`src/rtl/pipelined_control_unit.sv`:
```
// Registered RV32I major-opcode decoder with a 2-entry skid buffer, flush and illegal-opcode tracking.
// Optional retired branch/memory performance counters are enabled by defining CU_PERF_CNT_EN.
module pipelined_control_unit #(
  parameter int INSTR_W   = 32,
  parameter int PC_W      = 32,
  parameter int ILL_CNT_W = 8
) (
  input  logic                 clk,
  input  logic                 rst,
  input  logic                 in_valid,
  output logic                 in_ready,
  input  logic [INSTR_W-1:0]   in_instr,
  input  logic [PC_W-1:0]      in_pc,
  input  logic                 flush,
  output logic                 out_valid,
  input  logic                 out_ready,
  output logic [10:0]          out_ctrl,
  output logic [INSTR_W-1:0]   out_instr,
  output logic [PC_W-1:0]      out_pc,
  output logic                 out_illegal,
  output logic                 ill_seen,
  output logic [ILL_CNT_W-1:0] ill_cnt,
  output logic [31:0]          perf_branch_cnt,
  output logic [31:0]          perf_mem_cnt
);

  typedef enum logic [1:0] {
    EMPTY = 2'd0,
    ONE   = 2'd1,
    FULL  = 2'd2
  } state_e;

  state_e               state_q, state_d;
  logic [10:0]          head_ctrl_q, head_ctrl_d;
  logic [INSTR_W-1:0]   head_instr_q, head_instr_d;
  logic [PC_W-1:0]      head_pc_q, head_pc_d;
  logic                 head_ill_q, head_ill_d;
  logic [10:0]          skid_ctrl_q, skid_ctrl_d;
  logic [INSTR_W-1:0]   skid_instr_q, skid_instr_d;
  logic [PC_W-1:0]      skid_pc_q, skid_pc_d;
  logic                 skid_ill_q, skid_ill_d;
  logic                 ill_seen_q, ill_seen_d;
  logic [ILL_CNT_W-1:0] ill_cnt_q, ill_cnt_d;

  logic [10:0] dec_ctrl;
  logic        dec_ill;
  logic        accept;
  logic        pop;

  always_comb begin
    dec_ctrl = '0;
    dec_ill  = 1'b0;
    case (in_instr[6:0])
      7'b0110011: dec_ctrl = 11'h011;
      7'b0010011: dec_ctrl = 11'h013;
      7'b0000011: dec_ctrl = 11'h063;
      7'b0100011: dec_ctrl = 11'h006;
      7'b1100011: dec_ctrl = 11'h088;
      7'b1101111: dec_ctrl = 11'h501;
      7'b1100111: dec_ctrl = 11'h403;
      7'b0110111: dec_ctrl = 11'h203;
      7'b0010111: dec_ctrl = 11'h303;
      default:    dec_ill  = 1'b1;
    endcase
  end

  // Both handshakes derive only from the occupancy register, so in_ready has no path from out_ready.
  assign in_ready    = (state_q != FULL);
  assign out_valid   = (state_q != EMPTY);
  assign accept      = in_valid && in_ready && !flush;
  assign pop         = out_valid && out_ready;
  assign out_ctrl    = out_valid ? head_ctrl_q : '0;
  assign out_instr   = head_instr_q;
  assign out_pc      = head_pc_q;
  assign out_illegal = head_ill_q;
  assign ill_seen    = ill_seen_q;
  assign ill_cnt     = ill_cnt_q;

  always_comb begin
    state_d      = state_q;
    head_ctrl_d  = head_ctrl_q;
    head_instr_d = head_instr_q;
    head_pc_d    = head_pc_q;
    head_ill_d   = head_ill_q;
    skid_ctrl_d  = skid_ctrl_q;
    skid_instr_d = skid_instr_q;
    skid_pc_d    = skid_pc_q;
    skid_ill_d   = skid_ill_q;
    ill_seen_d   = ill_seen_q;
    ill_cnt_d    = ill_cnt_q;

    if (flush) begin
      state_d = EMPTY;
    end else begin
      case (state_q)
        EMPTY: begin
          if (accept) begin
            head_ctrl_d  = dec_ctrl;
            head_instr_d = in_instr;
            head_pc_d    = in_pc;
            head_ill_d   = dec_ill;
            state_d      = ONE;
          end
        end
        ONE: begin
          if (accept && pop) begin
            head_ctrl_d  = dec_ctrl;
            head_instr_d = in_instr;
            head_pc_d    = in_pc;
            head_ill_d   = dec_ill;
          end else if (accept) begin
            skid_ctrl_d  = dec_ctrl;
            skid_instr_d = in_instr;
            skid_pc_d    = in_pc;
            skid_ill_d   = dec_ill;
            state_d      = FULL;
          end else if (pop) begin
            state_d = EMPTY;
          end
        end
        FULL: begin
          if (pop) begin
            head_ctrl_d  = skid_ctrl_q;
            head_instr_d = skid_instr_q;
            head_pc_d    = skid_pc_q;
            head_ill_d   = skid_ill_q;
            state_d      = ONE;
          end
        end
        default: state_d = EMPTY;
      endcase
    end

    if (accept && dec_ill) begin
      ill_seen_d = 1'b1;
      if (ill_cnt_q != '1) ill_cnt_d = ill_cnt_q + 1'b1;
    end
  end

  always_ff @(posedge clk) begin
    if (rst) begin
      state_q      <= EMPTY;
      head_ctrl_q  <= '0;
      head_instr_q <= '0;
      head_pc_q    <= '0;
      head_ill_q   <= 1'b0;
      skid_ctrl_q  <= '0;
      skid_instr_q <= '0;
      skid_pc_q    <= '0;
      skid_ill_q   <= 1'b0;
      ill_seen_q   <= 1'b0;
      ill_cnt_q    <= '0;
    end else begin
      state_q      <= state_d;
      head_ctrl_q  <= head_ctrl_d;
      head_instr_q <= head_instr_d;
      head_pc_q    <= head_pc_d;
      head_ill_q   <= head_ill_d;
      skid_ctrl_q  <= skid_ctrl_d;
      skid_instr_q <= skid_instr_d;
      skid_pc_q    <= skid_pc_d;
      skid_ill_q   <= skid_ill_d;
      ill_seen_q   <= ill_seen_d;
      ill_cnt_q    <= ill_cnt_d;
    end
  end

`ifdef CU_PERF_CNT_EN
  logic [31:0] perf_branch_q, perf_branch_d;
  logic [31:0] perf_mem_q, perf_mem_d;

  // A pop coinciding with flush is still a completed handshake and is counted.
  always_comb begin
    perf_branch_d = perf_branch_q;
    perf_mem_d    = perf_mem_q;
    if (pop && out_ctrl[7])                 perf_branch_d = perf_branch_q + 32'd1;
    if (pop && (out_ctrl[6] || out_ctrl[2])) perf_mem_d   = perf_mem_q + 32'd1;
  end

  always_ff @(posedge clk) begin
    if (rst) begin
      perf_branch_q <= '0;
      perf_mem_q    <= '0;
    end else begin
      perf_branch_q <= perf_branch_d;
      perf_mem_q    <= perf_mem_d;
    end
  end

  assign perf_branch_cnt = perf_branch_q;
  assign perf_mem_cnt    = perf_mem_q;
`else
  assign perf_branch_cnt = '0;
  assign perf_mem_cnt    = '0;
`endif

endmodule

```
`config.mk`:
```
export PLATFORM = sky130hd
export DESIGN_NAME = pipelined_control_unit
export DESIGN_NICKNAME = d
export VERILOG_FILES = /design/src/rtl/pipelined_control_unit.sv
export SDC_FILE = /design/constraint.sdc
export NUM_CORES = 1
export LEC_CHECK = 0
export BUFFER_PORTS_ARGS = -buffer_cell sky130_fd_sc_hd__buf_2
export CAP_MARGIN = 20
export CELL_PAD_IN_SITES_DETAIL_PLACEMENT = 0
export CELL_PAD_IN_SITES_GLOBAL_PLACEMENT = 2
export CORE_UTILIZATION = 28
export DETAILED_ROUTE_END_ITERATION = 8
export GPL_TIMING_DRIVEN = 0
export PLACE_DENSITY = 0.77
export RECOVER_POWER = 25
export SKIP_LAST_GASP = 1
export SYNTH_ARGS = -nofsm -noshare
export SYNTH_HDL_FRONTEND = slang
export SYNTH_SLANG_ARGS = --single-unit
```
`constraint.sdc`:
```
create_clock -name clk -period 2.4 [get_ports clk]
set_input_delay 0.48 -clock clk [delete_from_list [all_inputs] [get_ports clk]]
set_output_delay 0.48 -clock clk [all_outputs]
set_load 0.005 [all_outputs]
```
==> impl_metrics.py <==
metrics = {
    "critical_path": {
        "critical_path.startpoint": "state_q[1]",
        "crit_type": "reg -> out",
        "critical_path_peak_fanout": 10,
        "start_kind": "register",
        "arrival_ns": 1.80,
        "worstPathRequired_ns": 1.92,
        "r2r_end": "out_instr[28]",
        "reg2reg_depth": 7,
        "end_kind": "output port",
        "rrSetupSlack_ns": 0.28,
        "worstReg2RegStart": "state_q[1]",
        "endpoint": "in_ready",
    },
    "timing": {
        "tns_ns": 0,
        "slew_headroom": 0.424,
        "timing.final.crit_share": 0.951,
        "max_freq_mhz": 438,
        "period_minus_slack_ns": 2.28,
        "tightest_slew_ns": 0.857,
        "rsz0062_at_grt": "no",
        "holdWs_ns": 0.282,
        "fin_ws_ns": 0.118,
        "finalSetupViolations": 0,
        "slew_viol_final": 0,
        "hold_violations": 0,
        "fin_skew_ns": 0.0113,
    },
    "cells_and_area": {
        "instances_no_fill": 1470,
        "regArea_um2": 3180,
        "final_nets": 1203,
        "nFillCells": 2675,
        "layout_commonest_cell": "nand2_1",
        "layout-drive-gt1-share": 0.221,
        "layout_common_cells": "278 x nand2_1, 159 x dfxtp_1, 132 x buf_2, 92 x nor2_1, 85 x a21oi_1",
        "multi_input_area_um2": 3220,
        "antenna_cells": 0,
        "area_growth_syn_to_layout_pct": 28.9,
    },
    "placed_design": {
        "dpl.hpwl_mm": 15.7,
        "dp_cells": 1439,
        "portBuffers": 152,
        "place_worst_setup_slack_ns": -0.667,
        "place.gp.congestion": 0.752,
    },
    "floorplan": {
        "die_y_um": 160,
        "dieArea_um2": 25500,
        "io_pins": 220,
        "initial_core_util": 0.286,
        "rows": 57,
        "die_w_um": 160,
        "core_area_um2": 24400,
    },
    "power_and_ir_drop": {
        "p_leak_nw": 3.72,
        "vdd_drop_max_uv": 415,
        "power_density_nw_per_um2": 703,
    },
    "logic_synthesis": {
        "syn_area_um2": 6970,
        "ys_async_sr_fraction": 0,
        "synth_top_area_cell": "dfxtp_1",
        "yosysSeqAreaShare": 0.456,
        "yosys-top-cells-area": "dfxtp_1 46%, nand2_1 15%, a311oi_1 8.4%, buf_4 7.1%, a21oi_1 6.1%",
        "synth_seq_cells": 159,
        "synth-main-ff-cell": "dfxtp_1",
        "synth_enable_flop_cells": 0,
        "ys_types": 44,
        "ys_warn_count": 0,
        "synth.top_cell.area_share": 0.456,
        "synthCells": 900,
        "postSynthAreaPerCell_um2": 7.75,
    },
    "drt": {
        "first_iter_violations": 370,
        "ant_nets": 0,
        "first_pass_iters": 5,
        "drc": 0,
        "routed_wl_mm": 22.0,
        "num_vias": 6563,
        "route.detailed.wl_per_inst_um": 15.0,
        "vias_per_cell": 4.46,
    },
    "run_status": {
        "status": "finished, final reports clean",
    },
    "job": {
        "maxCapViolations": 0,
    },
    "cts": {
        "clock_latency_ns": 0.43,
        "cts_sinks": 159,
        "cts_tree": "built",
        "htreeDepth": 4,
        "post_cts_buffers": 0,
        "cts.repair.resized": 7,
        "path_clk_slew_ns": 0.06,
        "postCtsHoldBufs": 0,
        "cts_root_buf": "clkbuf_16",
        "clk_path_buf_depth": 2,
        "cts_inserted_buffers": 17,
    },
    "global_route": {
        "grt.total_usage": 0.175,
        "grt_pass1_vias": 6229,
        "grt_antenna_before_repair": 1,
        "grt_pass1_wl_mm": 34.7,
        "grt_max_degree": 17,
        "overflow": 0,
    },
    "worst_hold_path": {
        "holdCritStartpoint": "out_ready",
        "min_path_type": "in -> reg",
    },
}
[layout make-up]
| class | instances | share of cell area |
|---|---|---|
| buffer | 135 | 0.0901 |
| clock buffer | 18 | 0.0489 |
| clock inverter | 14 | 0.0199 |
| inverter | 5 | 0.00223 |
| multi-input combinational | 663 | 0.358 |
| sequential | 159 | 0.354 |
| tap | 324 | 0.0451 |
| timing repair buffer | 152 | 0.0817 |
[report_power, final]
part,switching (mW),internal (mW),leakage [nW]
logic,0.357,0.276,2.13
clock network,1.21,1.69,0.295
registers,0.0539,2.74,1.30
[sequential cells by signal (all words and copies together), names as in the netlist]
name,cells
head_ctrl_q,9
skid_pc_q,32
out_pc,32
out_instr,32
out_illegal,1
state_q,2
skid_ill_q,1
ill_cnt,8
ill_seen,1
skid_instr_q,32
skid_ctrl_q,9
[worst min path at each step]
stage,to,slack (ns),cells after the start
5_1_grt,state_q[1],0.27,2
6_report,state_q[1],0.28,2
3_3_place_gp,skid_ctrl_q[9],0.44,2
2_1_floorplan,skid_ctrl_q[9],0.44,2
4_1_cts,state_q[1],0.26,2
3_5_place_dp,skid_instr_q[12],0.45,2
[critical path, stage by stage, from the launching register on]
cell and delay (ns):
dfxtp_1 0.45, nor2b_1 0.19, clkbuf_8 0.18, clkinv_2 0.15, clkbuf_4 0.25, buf_2 0.15
[stage by stage]
step           utilization  instance area (um2)  power [mW]
2_1_floorplan            -                 7210        3.22
3_3_place_gp         0.343                 8380        3.49
3_5_place_dp         0.343                 8380        3.49
4_1_cts              0.369                 9010        6.39
5_1_grt              0.368                 8990        6.58
6_report             0.368                 8990        6.32
[metal layers]
layer / wire length [um] / global-route usage / part of all wire
met4: 211 / 0.0515 / 0.0096
met3: 1160 / 0.0319 / 0.053
met1: 10600 / 0.238 / 0.48
met2: 10000 / 0.279 / 0.45
met5: 13 / 0 / 0.00059
[synth_stat cells (3+ instances only)]
cell        n
a211oi_1    3
a21oi_1    85
a311oi_1   67
buf_4      66
buf_6       4
clkbuf_1   62
dfxtp_1   159
inv_1       4
mux2i_1     4
nand2_1   278
nand2b_1    3
nand3_1     5
nor2_1     93
nor2b_1    11
nor3_1     10
nor4_1      6
o21ai_0     3
or3_1       5
[cells by family (layout without fill, tap and decap cells)]
kind of cell,after synthesis,after routing,share of synthesized area
and+or+nand+nor,424,424,0.248
AOI/OAI and AO/OA,168,168,0.167
DFF,159,159,0.456
buffers and inverters,141,324,0.117
muxes,5,5,0.00736
adders and majority gates,1,1,0.00179
other,1,64,0.000538
xor gates and xnor gates,1,1,0.00126
Note: power is estimated with default switching activity, not from simulation.
